`src/rtl/hart_mem_arbiter_pkg.sv`:
```
// Shared types and defaults for the hart memory-port arbiter and its round-robin picker.
package hart_mem_arbiter_pkg;

  typedef enum logic [1:0] {
    ARB_IDLE   = 2'd0,
    ARB_BUSY   = 2'd1,
    ARB_LOCKED = 2'd2
  } arb_state_e;

  localparam int unsigned DEF_MAX_LOCK = 4;
  localparam int unsigned DEF_LOCK_TMO = 64;

  // Bits needed to hold 0..v-1, never less than one.
  function automatic int unsigned clog2_min1(input int unsigned v);
    return (v <= 2) ? 1 : $clog2(v);
  endfunction

endpackage

```
`src/rtl/hart_mem_arbiter_rr_pick.sv`:
```
// Combinational round-robin picker: first set request after i_last, wrapping modulo N.
module hart_mem_arbiter_rr_pick
  import hart_mem_arbiter_pkg::*;
#(
  parameter int unsigned N     = 2,
  parameter int unsigned SEL_W = $clog2(N + 1)
) (
  input  logic [N-1:0]     i_req,
  input  logic [SEL_W-1:0] i_last,
  output logic [N-1:0]     o_onehot_c,
  output logic [SEL_W-1:0] o_idx_c,
  output logic             o_any_c
);

  localparam int unsigned IDX_W = clog2_min1(N);

  always_comb begin
    int unsigned cand;
    o_onehot_c = '0;
    o_idx_c    = '0;
    o_any_c    = 1'b0;
    cand       = 0;
    for (int unsigned i = 1; i <= N; i++) begin
      cand = (32'(i_last) + i) % N;
      if (!o_any_c && i_req[IDX_W'(cand)]) begin
        o_any_c                  = 1'b1;
        o_onehot_c[IDX_W'(cand)] = 1'b1;
        o_idx_c                  = SEL_W'(cand);
      end
    end
  end

endmodule

```
`src/rtl/hart_mem_arbiter.sv`:
```
// Round-robin arbiter sharing one memory/MMU port among harts, with lock (LR/SC, AMO) hold.
// Optional macro HART_ARB_PERF_EN adds per-hart start counters and a forced-release counter.
module hart_mem_arbiter
  import hart_mem_arbiter_pkg::*;
#(
  parameter int unsigned N_HARTS  = 2,
  parameter int unsigned SEL_W    = $clog2(N_HARTS + 1),
  parameter int unsigned MAX_LOCK = DEF_MAX_LOCK,
  parameter int unsigned LOCK_TMO = DEF_LOCK_TMO
) (
  input  logic               CLK,
  input  logic               RST,
  input  logic [N_HARTS-1:0] i_req,
  input  logic [N_HARTS-1:0] i_lock,
  input  logic               i_mode_is_cpu,
  input  logic               i_mem_done,
  output logic [N_HARTS-1:0] o_grant,
  output logic [SEL_W-1:0]   o_sel,
  output logic               o_mem_start,
  output logic [N_HARTS-1:0] o_hart_busy,
  output logic               o_arb_busy
`ifdef HART_ARB_PERF_EN
  ,
  output logic [32*N_HARTS-1:0] o_grant_cnt,
  output logic [15:0]           o_force_rel_cnt
`endif
);

  localparam int unsigned LCNT_W = clog2_min1(MAX_LOCK);
  localparam int unsigned TCNT_W = clog2_min1(LOCK_TMO);

  arb_state_e          state_q, state_d;
  logic [N_HARTS-1:0]  grant_q, grant_d;
  logic [SEL_W-1:0]    sel_q, sel_d;
  logic [SEL_W-1:0]    r_last_q, r_last_d;
  logic                start_q, start_d;
  logic                arb_busy_q, arb_busy_d;
  logic [LCNT_W-1:0]   lock_cnt_q, lock_cnt_d;
  logic [TCNT_W-1:0]   tmo_cnt_q, tmo_cnt_d;

  logic [N_HARTS-1:0]  pick_onehot;
  logic [SEL_W-1:0]    pick_idx;
  logic                pick_any;

  logic go_c, done_c, own_req_c, own_lock_c, lock_more_c, tmo_hit_c, rel_c;

  hart_mem_arbiter_rr_pick #(
    .N     (N_HARTS),
    .SEL_W (SEL_W)
  ) u_rr_pick (
    .i_req      (i_req),
    .i_last     (r_last_q),
    .o_onehot_c (pick_onehot),
    .o_idx_c    (pick_idx),
    .o_any_c    (pick_any)
  );

  // Grant is one-hot, so masking avoids indexing by the wider select.
  assign go_c        = i_mode_is_cpu & pick_any;
  assign done_c      = (state_q == ARB_BUSY) & i_mem_done;
  assign own_req_c   = |(i_req & grant_q);
  assign own_lock_c  = |(i_lock & grant_q);
  assign lock_more_c = own_lock_c & (lock_cnt_q < LCNT_W'(MAX_LOCK - 1));
  assign tmo_hit_c   = (tmo_cnt_q == TCNT_W'(LOCK_TMO - 1));
  assign rel_c       = (state_q == ARB_LOCKED) & ~own_req_c & (~own_lock_c | tmo_hit_c);

  // State and datapath registers.
  always_ff @(posedge CLK or posedge RST) begin
    if (RST) begin
      state_q    <= ARB_IDLE;
      grant_q    <= '0;
      sel_q      <= '0;
      r_last_q   <= SEL_W'(N_HARTS - 1);
      start_q    <= 1'b0;
      arb_busy_q <= 1'b0;
      lock_cnt_q <= '0;
      tmo_cnt_q  <= '0;
    end else begin
      state_q    <= state_d;
      grant_q    <= grant_d;
      sel_q      <= sel_d;
      r_last_q   <= r_last_d;
      start_q    <= start_d;
      arb_busy_q <= arb_busy_d;
      lock_cnt_q <= lock_cnt_d;
      tmo_cnt_q  <= tmo_cnt_d;
    end
  end

  // Next-state logic.
  always_comb begin
    state_d = state_q;
    case (state_q)
      ARB_IDLE:   if (go_c) state_d = ARB_BUSY;
      ARB_BUSY:   if (i_mem_done) state_d = lock_more_c ? ARB_LOCKED : ARB_IDLE;
      ARB_LOCKED: begin
        if (own_req_c)  state_d = ARB_BUSY;
        else if (rel_c) state_d = ARB_IDLE;
      end
      default:    state_d = ARB_IDLE;
    endcase
  end

  // Registered outputs, fairness pointer and lock counters.
  always_comb begin
    grant_d    = grant_q;
    sel_d      = sel_q;
    start_d    = 1'b0;
    r_last_d   = r_last_q;
    lock_cnt_d = lock_cnt_q;
    tmo_cnt_d  = tmo_cnt_q;
    arb_busy_d = (state_d != ARB_IDLE);
    case (state_q)
      ARB_IDLE: begin
        if (go_c) begin
          grant_d = pick_onehot;
          sel_d   = pick_idx;
          start_d = 1'b1;
        end
      end
      ARB_BUSY: begin
        if (i_mem_done) begin
          if (lock_more_c) begin
            lock_cnt_d = lock_cnt_q + LCNT_W'(1);
            tmo_cnt_d  = '0;
          end else begin
            r_last_d   = sel_q;
            grant_d    = '0;
            lock_cnt_d = '0;
          end
        end
      end
      ARB_LOCKED: begin
        if (own_req_c) begin
          start_d = 1'b1;
        end else if (rel_c) begin
          r_last_d   = sel_q;
          grant_d    = '0;
          lock_cnt_d = '0;
          tmo_cnt_d  = '0;
        end else begin
          tmo_cnt_d = tmo_cnt_q + TCNT_W'(1);
        end
      end
      default: begin
        grant_d = '0;
      end
    endcase
  end

  assign o_grant     = grant_q;
  assign o_sel       = sel_q;
  assign o_mem_start = start_q;
  assign o_arb_busy  = arb_busy_q;
  // The granted hart is released from stall only in its completion cycle.
  assign o_hart_busy = ~(grant_q & {N_HARTS{done_c}});

`ifdef HART_ARB_PERF_EN
  logic [N_HARTS-1:0][31:0] gcnt_q, gcnt_d;
  logic [15:0]              frc_q, frc_d;
  logic                     force_c;

  assign force_c = (done_c & own_lock_c & ~lock_more_c) |
                   ((state_q == ARB_LOCKED) & ~own_req_c & own_lock_c & tmo_hit_c);

  always_ff @(posedge CLK or posedge RST) begin
    if (RST) begin
      gcnt_q <= '0;
      frc_q  <= '0;
    end else begin
      gcnt_q <= gcnt_d;
      frc_q  <= frc_d;
    end
  end

  // Saturating event counters.
  always_comb begin
    gcnt_d = gcnt_q;
    frc_d  = frc_q;
    for (int unsigned h = 0; h < N_HARTS; h++) begin
      if (start_q && grant_q[h] && (gcnt_q[h] != 32'hFFFF_FFFF)) gcnt_d[h] = gcnt_q[h] + 32'd1;
    end
    if (force_c && (frc_q != 16'hFFFF)) frc_d = frc_q + 16'd1;
  end

  assign o_grant_cnt     = gcnt_q;
  assign o_force_rel_cnt = frc_q;
`endif

endmodule

```
`config.mk`:
```
export PLATFORM = sky130hd
export DESIGN_NAME = hart_mem_arbiter
export DESIGN_NICKNAME = d
export VERILOG_FILES = /design/src/rtl/hart_mem_arbiter_pkg.sv /design/src/rtl/hart_mem_arbiter_rr_pick.sv /design/src/rtl/hart_mem_arbiter.sv
export SDC_FILE = /design/constraint.sdc
export NUM_CORES = 1
export LEC_CHECK = 0
export ABC_CLOCK_PERIOD_IN_PS = 1700
export CAP_MARGIN = 20
export CORE_MARGIN = 2
export CORE_UTILIZATION = 45
export CTS_BUF_LIST = sky130_fd_sc_hd__clkbuf_4 sky130_fd_sc_hd__clkbuf_8 sky130_fd_sc_hd__clkbuf_16
export DETAILED_ROUTE_END_ITERATION = 10
export PLACE_DENSITY = 0.73
export SETUP_SLACK_MARGIN = 0.15
export SKIP_LAST_GASP = 1
export SLEW_MARGIN = 20
export SYNTH_ARGS = -nofsm -noshare
export SYNTH_HDL_FRONTEND = slang
export SYNTH_SLANG_ARGS = --single-unit
```
`constraint.sdc`:
```
create_clock -name CLK -period 1.7 [get_ports CLK]
set_input_delay 0.34 -clock CLK [delete_from_list [all_inputs] [get_ports CLK]]
set_output_delay 0.34 -clock CLK [all_outputs]
set_load 0.005 [all_outputs]
```
After elaboration in Yosys (flattened, before gate mapping):

Index checks and enable logic that the tools add are counted.

* output and inout port bits: 8
* memory bits (writable): 0
* word-level logic and storage cells: 95
* latch bits: 0
* register bits: 17
* ROM bits: 0
* memories kept: 0
* input bits: 8

* bitwise operators: 13
* $mul: 0
* shift operators: 0
* muxes and demuxes: 42
* $add $sub $neg: 4
* magnitude comparators: 5
* divide/modulo/power cells: 0
* reduce and logical (&&, ||, !) cells: 14
* equality and inequality tests: 9

Operators with widths (count)
* $mux W2: 15
* $mux W6: 4
* $mux W1: 15
* $ne A2 B2 Y1 const B: 6
* $pmux W2 S3: 2
* $pmux W6 S2: 1
* $reduce_and A5 Y1: 2
* $reduce_and A4 Y1: 2
* $add A6 B1 Y6 const B: 1
* $and A2 B2 Y2: 3
* $eq A6 B6 Y1 const B: 1
* $and A1 B1 Y1: 5
* $lt A1 B2 Y1 const B: 2
* $pmux W1 S2: 2
* $pmux W2 S2: 1
* $reduce_bool A2 Y1: 2
* $reduce_or A2 Y1: 2
* $logic_and A1 B1 Y1: 3
* $add A1 B1 Y1 const B: 2
* $add A2 B1 Y2 const B: 1
* $demux W1 S1: 2
* $eq A2 B1 Y1 const B: 1
* $eq A2 B2 Y1 const B: 1
* $ge A1 B1 Y1 const B: 2
* other kinds (8): 9

Longest topological paths before layout:

* word-level depth: 11
* depth in mapped cells: 6
* gate-level depth less buffers: 6

By module:

Synthesis repeated with hierarchy kept, for this count alone.

* cell total of the unflattened synthesis: 109
* area, all modules: 1024.7 um^2

By module, submodules not included
* hart_mem_arbiter: times used 1, cells each 102, area each 980.9 um^2
* hart_mem_arbiter_rr_pick: times used 1, cells each 7, area each 43.8 um^2

Worst setup path after synthesis:

OpenSTA, ideal clock, no wires.

* path kind: register to register
* from: register tmo_cnt_q[0]
* to: register r_last_q[0]
* required time: 1.618 ns
* setup slack: -0.004 ns
* path buffers: 0
* arrival: 1.622 ns
* clock period less this slack: 1.704 ns
* library setup time: 0.082 ns
* cell stages (with the launch flop): 7
* path through: dfrtp_1 -> ha_1 -> and3_1 -> a311o_1 -> o211ai_2 -> a21oi_2 -> mux2_4

* longest elaborated chain between the ends: 5

RTL lines
* start, declared: RTL line hart_mem_arbiter.sv:39 `logic [TCNT_W-1:0] tmo_cnt_q, tmo_cnt_d;`
* start signal, assigned: RTL line hart_mem_arbiter.sv:86 `tmo_cnt_q <= tmo_cnt_d;`
* $eq A6 B6 Y1: RTL line hart_mem_arbiter.sv:64 `assign tmo_hit_c = (tmo_cnt_q == TCNT_W'(LOCK_TMO - 1));`
* $or A1 B1 Y1: RTL line hart_mem_arbiter.sv:65 `assign rel_c = (state_q == ARB_LOCKED) & ~own_req_c & (~own_lock_c | tmo_hit_c);`
* $and A1 B1 Y1: RTL line hart_mem_arbiter.sv:65
* $ne A2 B2 Y1 (no source line)
* $reduce_and A5 Y1 (no source line)
* end signal, assigned: RTL line hart_mem_arbiter.sv:73 `r_last_q <= SEL_W'(N_HARTS - 1);`
* end signal, assigned: RTL line hart_mem_arbiter.sv:82 `r_last_q <= r_last_d;`
* end, declared: RTL line hart_mem_arbiter.sv:35 `logic [SEL_W-1:0] r_last_q, r_last_d;`

No other way between the ends.
A chain may end at the register's enable or synchronous reset.

Final worst setup path:

* from: register tmo_cnt_q[0]
* to: register lock_cnt_q[0]

* longest elaborated chain between the ends: 5

RTL lines
* $eq A6 B6 Y1: RTL line hart_mem_arbiter.sv:64
* $or A1 B1 Y1: RTL line hart_mem_arbiter.sv:65
* $and A1 B1 Y1: RTL line hart_mem_arbiter.sv:65
* $ne A2 B2 Y1 (no source line)
* $reduce_and A4 Y1 (no source line)
* end signal, assigned: RTL line hart_mem_arbiter.sv:85 `lock_cnt_q <= lock_cnt_d;`
* end, declared: RTL line hart_mem_arbiter.sv:38 `logic [LCNT_W-1:0] lock_cnt_q, lock_cnt_d;`

No other way between the ends.

==> metrics.cfg <==
[sta]
setup_ws_ps=-20.2
max_freq_ghz=0.581
period_share_pct=101
hold_viol=0
setup_viol=3
min_period_ps=1720
rsz0062_at_grt=yes
skew_ps=3.94
slew_violations=0

[critical_path]
worstPathRequired_ps=1890
worstSetupPathType=register to register
end_kind=register
startpoint_type=register
cpMaxStageDelayCell=dfrtp_1
reg2reg_slack_ps=-20
critical_path.cell_chain=ha_2 > and3_4 > a311o_1 > and2_4 > buf_4 > o21ai_4 > mux2_4
cp_max_fo=3
arrival_ps=1910
cpPeakStageDelay_ps=380

[floorplanning]
coreArea_um2=1780
fp.dieH_um=48.2
row_count=15
ios=16
dieArea_um2=2320
initial_core_util_pct=49.3
die-width_um=48.2

[placed_design]
dp_cells=148
place_area_um2=1200
dpl.hpwl_um=1510
port_buffers=14
place.gp.congestion=0.781

[yosys]
synth-edff-count=0
synth.area.top_cells=dfrtp_1, nand2b_1, nand3_1
ys.flop_type=dfrtp_1
yosysWarningCount=0
synth_seq_cells=16
syn_inst=90
syn_nets=100
synth_cell_types=36
avgSynthCellArea_um2=9.76
ys_seq_area_share_pct=45.7
yosysTopAreaCellShare_pct=42.7
synthArstFlopShare_pct=100
yosys.area.top_type=dfrtp_1
syn_area_um2=878

[route]
ant_nets=0
first_iter_violations=31
via_count=917
vias_per_cell=5.59
wire_per_inst_um=16.1
drc_errors=0
dr.pass1.iters=4
routed_wl_um=2640

[cts]
root_buffer=clkbuf_4
cts_tree=done
cts.reportedPaths.clkPinSlew_ps=100
cts.sinks=16
numCtsBuffers=3
clk_latency_ps=300
h-tree-depth=1
clk_path_buf_depth=2

[grt]
grt_use_total_pct=22.3
grt_max_degree=17
gr-total-overflow=0
grt_pass1_vias=823
antenna_found_initial=0
grt_pass1_wl_um=3480

[power]
powerDensity_nw_per_um2=1110
vdd_drop_max_mv=0.902
p_leak_nw=0.717

[outcome]
status=complete, but fails checks
failed_checks=negative setup slack

[final_layout]
multiInputGateArea_um2=597
seq_area_um2=405
design_area_um2=1470
nFillCells=102
layout.nets=150
area_growth_pct=67.7
antennaDiodeCount=0
stdcell_count=164
drive_above_1_share_pct=51.8

[job]
cap_violations=0

[min_path]
min_path_type=input pin to async pin

==> Yosys cell counts (2+ instances only) <==
master     count
a22oi_2        2
and3_1         3
dfrtp_1       15
ha_1           2
inv_1          2
nand2_1        8
nand2_2        2
nand2b_1       7
nand3_1        6
nor2_1         6
o21ai_0        3
o21ai_1        6
o2bb2ai_1      3
o31ai_1        3
==> cells in the final DEF (no fill, tap or decap), types with 2 or more instances in the layout <==
cell type	instances
buf_4	30
dfrtp_1	12
nand2_1	7
nand2b_1	5
o21ai_2	5
nor2_1	5
nand3_1	5
clkdlybuf4s50_1	5
dlymetal6s2s_1	4
nand2_4	3
clkbuf_4	3
dlygate4sd2_1	3
dfrtp_2	3
buf_6	3
a22oi_2	2
nand2b_4	2
o2bb2ai_1	2
and3_1	2
o21ai_1	2
o21ai_4	2
mux2_4	2
o31ai_1	2
==> power breakdown <==
| group | switching [mW] | leakage (nW) | internal, mW | total (mW) |
|---|---|---|---|---|
| registers | 0.0889 | 0.207 | 0.477 | 0.566 |
| logic | 0.351 | 0.489 | 0.464 | 0.815 |
| clock network | 0.129 | 0.0210 | 0.131 | 0.260 |
==> cell type report <==
| type | instances | share of cell area, % |
|---|---|---|
| timing repair buffer | 47 | 26.8 |
| multi-input combinational | 70 | 40.5 |
| sequential | 16 | 27.5 |
| inverter | 2 | 0.510 |
| clock buffer | 4 | 2.46 |
| tap | 25 | 2.12 |
==> through the flow <==
step	worst slack [ps]	TNS (ps)	utilization, %	hold WS, ps	total power, mW
5_1_grt	-103	-313	82.6	390	1.72
3_5_place_dp	-257	-3080	67.4	495	1.10
3_3_place_gp	-217	-2570	67.4	488	1.09
6_report	-20.2	-55.6	82.6	335	1.64
2_1_floorplan	135	0	-	253	0.817
4_1_cts	16.9	0	75.5	357	1.48
==> state kept, by name, indices dropped and copies added, names as in the netlist <==
name,count
tmo_cnt_q,6
state_q,2
r_last_q,1
o_grant,2
o_sel,1
o_mem_start,1
o_arb_busy,1
lock_cnt_q,2
==> worst paths after layout <==
kind | start | to | cells past startpoint
worst min-delay path | RST | tmo_cnt_q[2]$_DFFE_PP0P_ | 3
worst min register to register | lock_cnt_q[1]$_DFFE_PP0P_ | lock_cnt_q[1]$_DFFE_PP0P_ | 1
max in group asynchronous | RST | r_last_q[0]$_DFFE_PP1P_ | 3
min in group CLK | lock_cnt_q[1]$_DFFE_PP0P_ | lock_cnt_q[1]$_DFFE_PP0P_ | 1
worst max register to register | tmo_cnt_q[0]$_DFFE_PP0P_ | lock_cnt_q[0]$_DFFE_PP0P_ | 7
worst max-delay path | tmo_cnt_q[0]$_DFFE_PP0P_ | lock_cnt_q[0]$_DFFE_PP0P_ | 7
==> critical path: cells and delay by family (launching register included) <==
kind / cells / cell delay [ps]
adder cells (fa/ha/maj): 1 / 200
AND/OR/NAND/NOR: 2 / 370
buffers and inverters: 1 / 120
multiplexers: 1 / 250
AO/OA/AOI/OAI: 2 / 300
flip-flops: 1 / 380
==> layer usage <==
layer | track usage (%) | part of all wire [%] | vias up
li1 | - | - | 427
met1 | 26.0 | 43 | 444
met2 | 37.9 | 49 | 33
met3 | 6.30 | 4.4 | 13
met4 | 9.73 | 3.8 | 0
met5 | 0 | 0 | -
==> cell families after synthesis <==
kind of cell	synth area share (%)
AO/OA/AOI/OAI	22.2
adder cells (fa/ha/maj)	2.85
buffers and inverters	2.28
flip-flops	45.7
multiplexers	2.99
other	0.427
AND/OR/NAND/NOR	23.5
==> timing repair <==
action                     in CTS  in global routing
setup endpoints to repair      16                 16
cloned                          0                  0
pin swaps                      13                 12
hold buffers                    0                  0
gates resized for setup        34                 17
setup buffers                   2                 10
Power figures use the tool's default switching activity.
